===== src/rtl/unit_ctrl_mc_if.sv =====
// Signal bundle between the multicycle ARM control unit (master) and the datapath (slave).
// The control unit reads the instruction/ALU flags and drives every mux select and enable.
interface unit_ctrl_mc_if #(
  parameter int unsigned ALUCTRL_W = 3
);
  logic [19:0]          Instr;
  logic [3:0]           ALUFlags;
  logic                 PCWrite;
  logic                 AdrSrc;
  logic                 MemWrite;
  logic                 IRWrite;
  logic [1:0]           ResultSrc;
  logic                 ALUSrcA;
  logic [1:0]           ALUSrcB;
  logic [1:0]           ImmSrc;
  logic [1:0]           RegSrc;
  logic                 RegWrite;
  logic [ALUCTRL_W-1:0] ALUControl;
  logic [3:0]           Flags;
  logic [3:0]           state_o;

  modport master (
    input  Instr, ALUFlags,
    output PCWrite, AdrSrc, MemWrite, IRWrite, ResultSrc, ALUSrcA, ALUSrcB,
           ImmSrc, RegSrc, RegWrite, ALUControl, Flags, state_o
  );

  modport slave (
    output Instr, ALUFlags,
    input  PCWrite, AdrSrc, MemWrite, IRWrite, ResultSrc, ALUSrcA, ALUSrcB,
           ImmSrc, RegSrc, RegWrite, ALUControl, Flags, state_o
  );
endinterface


===== src/rtl/unit_ctrl_mc.sv =====
// Multicycle ARM control unit: Moore FSM sequencing fetch/decode/execute, condition check,
// architectural NZCV register and configurable memory wait states in FETCH and MEMRD.
module unit_ctrl_mc #(
  parameter int unsigned MEM_LAT   = 0,
  parameter int unsigned ALUCTRL_W = 3
) (
  input  logic           clk,
  input  logic           reset,
  unit_ctrl_mc_if.master bus
);

  typedef enum logic [3:0] {
    StFetch  = 4'd0,
    StDecode = 4'd1,
    StMemAdr = 4'd2,
    StMemRd  = 4'd3,
    StMemWb  = 4'd4,
    StMemWr  = 4'd5,
    StExecR  = 4'd6,
    StExecI  = 4'd7,
    StAluWb  = 4'd8,
    StBranch = 4'd9
  } state_e;

  localparam logic [1:0] AluAdd = 2'b00;
  localparam logic [1:0] AluSub = 2'b01;
  localparam logic [1:0] AluAnd = 2'b10;
  localparam logic [1:0] AluOrr = 2'b11;

  state_e     state_q, state_d;
  logic [3:0] cnt_q, cnt_d;
  logic [3:0] flags_q, flags_d;
  logic       wb_en_q, wb_en_d;

  logic [3:0] cond;
  logic [1:0] op;
  logic       i_bit;
  logic [3:0] cmd;
  logic       s_bit;
  logic       cond_ex;
  logic [1:0] dp_op;
  logic       cmd_ok;
  logic       last_wait;

  logic       pc_write, mem_write, ir_write, reg_write;
  logic       adr_src, alu_src_a;
  logic [1:0] result_src, alu_src_b, alu_op;

  assign cond      = bus.Instr[19:16];
  assign op        = bus.Instr[15:14];
  assign i_bit     = bus.Instr[13];
  assign cmd       = bus.Instr[12:9];
  assign s_bit     = bus.Instr[8];
  assign last_wait = (cnt_q == 4'(MEM_LAT));

  // Condition evaluated against the architectural flags, not the live ALU flags.
  always_comb begin
    cond_ex = 1'b0;
    case (cond)
      4'b0000: cond_ex = flags_q[2];
      4'b0001: cond_ex = ~flags_q[2];
      4'b0010: cond_ex = flags_q[1];
      4'b0011: cond_ex = ~flags_q[1];
      4'b0100: cond_ex = flags_q[3];
      4'b0101: cond_ex = ~flags_q[3];
      4'b0110: cond_ex = flags_q[0];
      4'b0111: cond_ex = ~flags_q[0];
      4'b1000: cond_ex = flags_q[1] & ~flags_q[2];
      4'b1001: cond_ex = ~flags_q[1] | flags_q[2];
      4'b1010: cond_ex = (flags_q[3] == flags_q[0]);
      4'b1011: cond_ex = (flags_q[3] != flags_q[0]);
      4'b1100: cond_ex = ~flags_q[2] & (flags_q[3] == flags_q[0]);
      4'b1101: cond_ex = flags_q[2] | (flags_q[3] != flags_q[0]);
      4'b1110: cond_ex = 1'b1;
      default: cond_ex = 1'b0;
    endcase
  end

  always_comb begin
    dp_op  = AluAdd;
    cmd_ok = 1'b1;
    case (cmd)
      4'b0100: dp_op = AluAdd;
      4'b0010: dp_op = AluSub;
      4'b0000: dp_op = AluAnd;
      4'b1100: dp_op = AluOrr;
      default: begin
        dp_op  = AluAdd;
        cmd_ok = 1'b0;
      end
    endcase
  end

  always_comb begin
    state_d    = state_q;
    cnt_d      = cnt_q;
    flags_d    = flags_q;
    wb_en_d    = wb_en_q;
    pc_write   = 1'b0;
    mem_write  = 1'b0;
    ir_write   = 1'b0;
    reg_write  = 1'b0;
    adr_src    = 1'b0;
    alu_src_a  = 1'b0;
    alu_src_b  = 2'b00;
    result_src = 2'b00;
    alu_op     = AluAdd;

    unique case (state_q)
      StFetch: begin
        alu_src_a  = 1'b1;
        alu_src_b  = 2'b10;
        result_src = 2'b10;
        if (last_wait) begin
          ir_write = 1'b1;
          pc_write = 1'b1;
          cnt_d    = '0;
          state_d  = StDecode;
        end else begin
          cnt_d = cnt_q + 4'd1;
        end
      end
      StDecode: begin
        alu_src_a  = 1'b1;
        alu_src_b  = 2'b10;
        result_src = 2'b10;
        case (op)
          2'b00:   state_d = i_bit ? StExecI : StExecR;
          2'b01:   state_d = StMemAdr;
          2'b10:   state_d = StBranch;
          default: state_d = StFetch;
        endcase
      end
      StMemAdr: begin
        alu_src_b = 2'b01;
        state_d   = s_bit ? StMemRd : StMemWr;
      end
      StMemRd: begin
        adr_src = 1'b1;
        if (last_wait) begin
          cnt_d   = '0;
          state_d = StMemWb;
        end else begin
          cnt_d = cnt_q + 4'd1;
        end
      end
      StMemWb: begin
        result_src = 2'b01;
        reg_write  = cond_ex;
        state_d    = StFetch;
      end
      StMemWr: begin
        adr_src   = 1'b1;
        mem_write = cond_ex;
        state_d   = StFetch;
      end
      StExecR, StExecI: begin
        alu_src_b = (state_q == StExecI) ? 2'b01 : 2'b00;
        alu_op    = dp_op;
        // Latch the write-back decision here: ALUWB sees flags already updated by an S op.
        wb_en_d   = cond_ex & cmd_ok;
        if (s_bit && cond_ex && cmd_ok) begin
          flags_d[3:2] = bus.ALUFlags[3:2];
          if (dp_op == AluAdd || dp_op == AluSub) begin
            flags_d[1:0] = bus.ALUFlags[1:0];
          end
        end
        state_d = StAluWb;
      end
      StAluWb: begin
        result_src = 2'b00;
        reg_write  = wb_en_q;
        state_d    = StFetch;
      end
      StBranch: begin
        alu_src_b  = 2'b01;
        result_src = 2'b10;
        pc_write   = cond_ex;
        state_d    = StFetch;
      end
      default: begin
        state_d = StFetch;
        cnt_d   = '0;
      end
    endcase
  end

  always_ff @(posedge clk or negedge reset) begin
    if (!reset) begin
      state_q <= StFetch;
      cnt_q   <= '0;
      flags_q <= '0;
      wb_en_q <= 1'b0;
    end else begin
      state_q <= state_d;
      cnt_q   <= cnt_d;
      flags_q <= flags_d;
      wb_en_q <= wb_en_d;
    end
  end

  // Enables are masked by reset so nothing is written while it is held low.
  assign bus.PCWrite    = pc_write & reset;
  assign bus.MemWrite   = mem_write & reset;
  assign bus.IRWrite    = ir_write & reset;
  assign bus.RegWrite   = reg_write & reset;
  assign bus.AdrSrc     = adr_src;
  assign bus.ALUSrcA    = alu_src_a;
  assign bus.ALUSrcB    = alu_src_b;
  assign bus.ResultSrc  = result_src;
  assign bus.ALUControl = ALUCTRL_W'(alu_op);
  assign bus.ImmSrc     = op;
  assign bus.RegSrc     = {(op == 2'b01), (op == 2'b10)};
  assign bus.Flags      = flags_q;
  assign bus.state_o    = state_q;

endmodule


===== src/flat_wrapper.sv =====
// flat-port wrapper written by rule: the top's interface ports become plain ports
module unit_ctrl_mc_flat 
#(
  parameter int unsigned MEM_LAT   = 0,
  parameter int unsigned ALUCTRL_W = 3
)
  (clk, reset, bus_Instr, bus_ALUFlags, bus_PCWrite, bus_AdrSrc, bus_MemWrite, bus_IRWrite, bus_ResultSrc, bus_ALUSrcA, bus_ALUSrcB, bus_ImmSrc, bus_RegSrc, bus_RegWrite, bus_ALUControl, bus_Flags, bus_state_o);
  unit_ctrl_mc_if #(.ALUCTRL_W(ALUCTRL_W)) bus_i ();
  input  logic clk;
  input  logic reset;
  input wire logic [$bits(bus_i.Instr)-1:0] bus_Instr;
  input wire logic [$bits(bus_i.ALUFlags)-1:0] bus_ALUFlags;
  output wire logic [$bits(bus_i.PCWrite)-1:0] bus_PCWrite;
  output wire logic [$bits(bus_i.AdrSrc)-1:0] bus_AdrSrc;
  output wire logic [$bits(bus_i.MemWrite)-1:0] bus_MemWrite;
  output wire logic [$bits(bus_i.IRWrite)-1:0] bus_IRWrite;
  output wire logic [$bits(bus_i.ResultSrc)-1:0] bus_ResultSrc;
  output wire logic [$bits(bus_i.ALUSrcA)-1:0] bus_ALUSrcA;
  output wire logic [$bits(bus_i.ALUSrcB)-1:0] bus_ALUSrcB;
  output wire logic [$bits(bus_i.ImmSrc)-1:0] bus_ImmSrc;
  output wire logic [$bits(bus_i.RegSrc)-1:0] bus_RegSrc;
  output wire logic [$bits(bus_i.RegWrite)-1:0] bus_RegWrite;
  output wire logic [$bits(bus_i.ALUControl)-1:0] bus_ALUControl;
  output wire logic [$bits(bus_i.Flags)-1:0] bus_Flags;
  output wire logic [$bits(bus_i.state_o)-1:0] bus_state_o;
  assign bus_i.Instr = bus_Instr;
  assign bus_i.ALUFlags = bus_ALUFlags;
  assign bus_PCWrite = bus_i.PCWrite;
  assign bus_AdrSrc = bus_i.AdrSrc;
  assign bus_MemWrite = bus_i.MemWrite;
  assign bus_IRWrite = bus_i.IRWrite;
  assign bus_ResultSrc = bus_i.ResultSrc;
  assign bus_ALUSrcA = bus_i.ALUSrcA;
  assign bus_ALUSrcB = bus_i.ALUSrcB;
  assign bus_ImmSrc = bus_i.ImmSrc;
  assign bus_RegSrc = bus_i.RegSrc;
  assign bus_RegWrite = bus_i.RegWrite;
  assign bus_ALUControl = bus_i.ALUControl;
  assign bus_Flags = bus_i.Flags;
  assign bus_state_o = bus_i.state_o;
  unit_ctrl_mc #(.MEM_LAT(MEM_LAT), .ALUCTRL_W(ALUCTRL_W)) u_core (.clk(clk), .reset(reset), .bus(bus_i));
endmodule

===== config.mk =====
export PLATFORM = sky130hd
export DESIGN_NAME = unit_ctrl_mc_flat
export DESIGN_NICKNAME = d
export VERILOG_FILES = /design/src/rtl/unit_ctrl_mc_if.sv /design/src/rtl/unit_ctrl_mc.sv /design/src/flat_wrapper.sv
export SDC_FILE = /design/constraint.sdc
export NUM_CORES = 1
export LEC_CHECK = 0
export CORE_ASPECT_RATIO = 1.4
export CORE_MARGIN = 2
export CORE_UTILIZATION = 43
export CTS_BUF_LIST = sky130_fd_sc_hd__clkbuf_2 sky130_fd_sc_hd__clkbuf_4 sky130_fd_sc_hd__clkbuf_8
export DETAILED_ROUTE_END_ITERATION = 6
export GPL_TIMING_DRIVEN = 0
export PLACE_DENSITY_LB_ADDON = 0.08
export SYNTH_ARGS = -nofsm -noshare
export SYNTH_HDL_FRONTEND = slang
export SYNTH_SLANG_ARGS = --single-unit
export TNS_END_PERCENT = 100

===== constraint.sdc =====
create_clock -name clk -period 2.35 [get_ports clk]
set_input_delay 0.47 -clock clk [delete_from_list [all_inputs] [get_ports clk]]
set_output_delay 0.47 -clock clk [all_outputs]
set_load 0.05 [all_outputs]

==> metrics.md <==
| Metric | Value |
|---|---|
| Net Sw Frac | `0.549` |
| Drt initial violations | `39` |
| Clk_skew | `14.8 ps` |
| Clock Sinks | `13` |
| Post-placement cell area | `1710 sq um` |
| Yosys Warn Count | `0` |
| RSZ-0062 raised after global routing | `yes` |
| PortBufs | `39` |
| # diodes | `0` |
| TritonCTS clock tree | `built` |
| FF-to-FF Start | `u_core.bus.Flags[3]` |
| Hold Buf Count CTS | `0` |
| Number of cells on the critical path | `6` |
| FF+latch area | `330 sq um` |
| Overflow after GRT | `0` |
| Worst Path Max Fanout | `5` |
| Pre-CTS WS | `-1170 ps` |
| Die H | `65.8 um` |
| Worst R2R End | `u_core.bus.Flags[0]` |
| Minimum clock period | `2560 ps` |
| Design area | `1770 sq um` |
| Cts bufs inserted | `3` |
| Worst path slowest cell | `dfrtp_2` |
| Synth Instances | `146` |
| Net count after synthesis | `174` |
| Latest clock arrival within the worst-skew pair | `280 ps` |
| Footprint of the multi-input gates | `873 sq um` |
| Worst Slack Setup Final | `-212 ps` |
| Reg2Reg Setup Slack | `240 ps` |
| Critical path origin | `u_core.bus.Flags[1]` |
| Reg2Reg Depth | `7` |
| Post-DRT Antenna Nets | `0` |
| Ports | `51` |
| DRC Markers | `0` |
| Yosys cell types | `49` |
| Pleak | `0.000742 uW` |
| Crit path launch type | `register` |
| DR vias | `1,280` |
| Layout cells sized above 1 | `0.323` |
| Crit-path cells | `xor2_1 -> a21o_1 -> a2111oi_4 -> nand3_2 -> a31o_4 -> buf_8` |
| Top delay family on crit path | `compound AO/OA/AOI/OAI gates` |
| Clock transition at path regs | `90 ps` |
| Vias in the first global route | `1,187` |
| Largest stage delay, worst path | `450 ps` |
| Top cells by area, synth | `dfrtp_1, nor2_1, nand2_1` |
| Worst-margin pin slew | `501 ps` |
| Largest net degree at the start of global routing | `17` |
| Hold violation total from the final report | `0` |
| Failing checks | `setup timing` |
| Internal power | `877 uW` |
| Period utilization | `1.09` |
| Clk pwr share | `0.080` |
| Crit Path Category | `reg2out` |
| Total track usage | `0.217` |
| Via-per-instance ratio | `5.61` |
| Clock Tree Root | `clkbuf_4` |
| Drt total wl | `3110 um` |
| Hold WC Path Type | `in2async` |
| Non-Filler Instances | `228` |
| Initial core utilization | `0.448` |
| WP data arrival | `2090 ps` |
| Max Cap Viol | `0` |
| Bufs on Longest Clock Path | `2` |
| Placed insts | `221` |
| H-tree Lvls | `1` |
| Average wire per standard cell | `13.7 um` |
| Required time of the critical path | `1880 ps` |
| Highest clock rate | `0.390 GHz` |
| Final #Nets | `221` |
| Switching Power | `1070 uW` |
| # setup viols final | `3` |
| Fillers | `221` |
| First-pass GRT wire length | `5050 um` |
| Drt first pass iters | `4` |
| DP HPWL | `2410 um` |
| GPL Wtd Cong | `0.852` |
| Die Wd | `48.1 um` |
| PnR Total Power | `1950 uW` |
| Setup TNS | `-582 ps` |
| Synthesized cell area | `1170 sq um` |
| Worst Setup EP | `bus_PCWrite` |
| Power share of the sequential group | `0.211` |
| Final Max Slew Viols | `0` |
| Initial antenna violation count | `0` |
| Critical path endpoint category | `output port` |
| Sequential share of the synthesized area | `0.277` |
| Worst rel slew slack | `0.663` |
| Post-synth EDFFs | `0` |
| Worst vdd ir | `1.06 mV` |
| Leading cell type in the layout, fill and taps excluded | `clkdlybuf4s50_1` |
| # rows | `22` |
| Top-area cell type share of the netlist area | `0.277` |
| Avg Cell Area, Syn | `8.03 sq um` |
| PwrDens | `1100 nW/um^2` |
| Die ar. | `3170 sq um` |
| Flops & latches, synth | `13` |
| Status | `complete, but fails checks` |
| Core Footprint | `2620 sq um` |
| Area leader, netlist | `dfrtp_1` |
| Syn-to-layout area delta | `51.2%` |
| Async SR Flop Fraction | `1.00` |
| Commonest non-fill, non-tap cells in the layout | `clkdlybuf4s50_1, nor2_1, nand2_1` |
| CP Buf/Inv Count | `1` |
| Post-synth top flop | `dfrtp_1` |
| Combinational Power Share | `0.709` |
==> cells by family (layout without fill, tap and decap cells) <==
family                   count (synthesis)  count (layout)  share of synthesized area
AO/OA/AOI/OAI                           30              30                      0.206
XOR/XNOR                                 8               8                     0.0598
adder cells (fa/ha/maj)                  2               2                     0.0213
buffers and inverters                   18              64                     0.0758
flip-flops                              13              13                      0.277
multiplexers                             5               5                     0.0534
other                                    1               1                    0.00320
AND/OR/NAND/NOR                         69              69                      0.303
==> worst min path at each step <==
stage,start,to
6_report,reset,u_core.wb_en_q
3_3_place_gp,u_core.wb_en_q,u_core.wb_en_q
5_1_grt,reset,u_core.bus.state_o[0]
4_1_cts,reset,u_core.wb_en_q
3_5_place_dp,u_core.wb_en_q,u_core.wb_en_q
2_1_floorplan,reset,u_core.bus.Flags[0]
==> worst register-to-register path: stages, from the launching register on <==
cell and delay (ps):
dfrtp_2 460, or4b_4 540, a31oi_4 170, a2111oi_4 60, buf_4 170, a31oi_4 170, nand2_2 120, mux2_4 310
==> synth_stat cells, types with 2 or more instances <==
cell / instances
nor2_1: 16
xnor2_1: 3
o21ai_0: 6
dfrtp_1: 13
a211oi_1: 2
buf_4: 3
nand2b_1: 4
a21oi_1: 7
buf_2: 2
nor2b_1: 5
nand2_1: 15
inv_1: 7
mux2_4: 2
o32ai_1: 2
nand4_1: 2
nor4_1: 3
nand3_1: 5
xor2_1: 5
nor4b_1: 2
clkbuf_1: 4
nor3_1: 8
mux2_2: 2
ha_1: 2
==> per-stage QoR <==
| stage | utilization | hold slack, ps |
|---|---|---|
| finish | 0.678 | 77.4 |
| global route | 0.678 | 103 |
| CTS | 0.688 | 210 |
| detailed placement | 0.653 | 496 |
| global placement | 0.653 | 478 |
| floorplan | - | 174 |
==> metal layers <==
| metal | up-vias | part of all wire | global-route usage |
|---|---|---|---|
| li1 | 611 | - | - |
| met1 | 612 | 0.38 | 0.244 |
| met2 | 49 | 0.55 | 0.377 |
| met3 | 8 | 0.051 | 0.0437 |
| met4 | 0 | 0.022 | 0.0845 |
| met5 | - | 0 | 0 |
==> sequential cells by signal, indices dropped and copies added, names as in the netlist <==
| signal | cells |
|---|---|
| u_core.bus.Flags | 4 |
| u_core.bus.state_o | 4 |
| u_core.cnt_q | 4 |
| u_core.wb_en_q | 1 |
==> layout make-up <==
type	count	share of cell area
inverters	7	0.0148
multi-input cells	115	0.493
repair buffers	43	0.219
flip-flops and latches	13	0.186
plain buffers	10	0.0445
clock buffers	4	0.0169
well taps	36	0.0254
==> power by group through the flow <==
stage	clock network, uW	logic, uW	registers (uW)
2_1_floorplan	0	907	506
3_5_place_dp	0	1390	400
4_1_cts	155	1400	397
5_1_grt	168	1490	423
6_report	156	1380	410
3_3_place_gp	0	1370	396
==> what timing repair did <==
action | 4_1_cts | 5_1_grt
resized for setup | 83 | 13
setup buffers | 2 | 1
pin swaps | 6 | 4
cloned | 1 | 0
setup endpoints to repair | 18 | 12
Note: power is estimated with default switching activity, not from simulation.
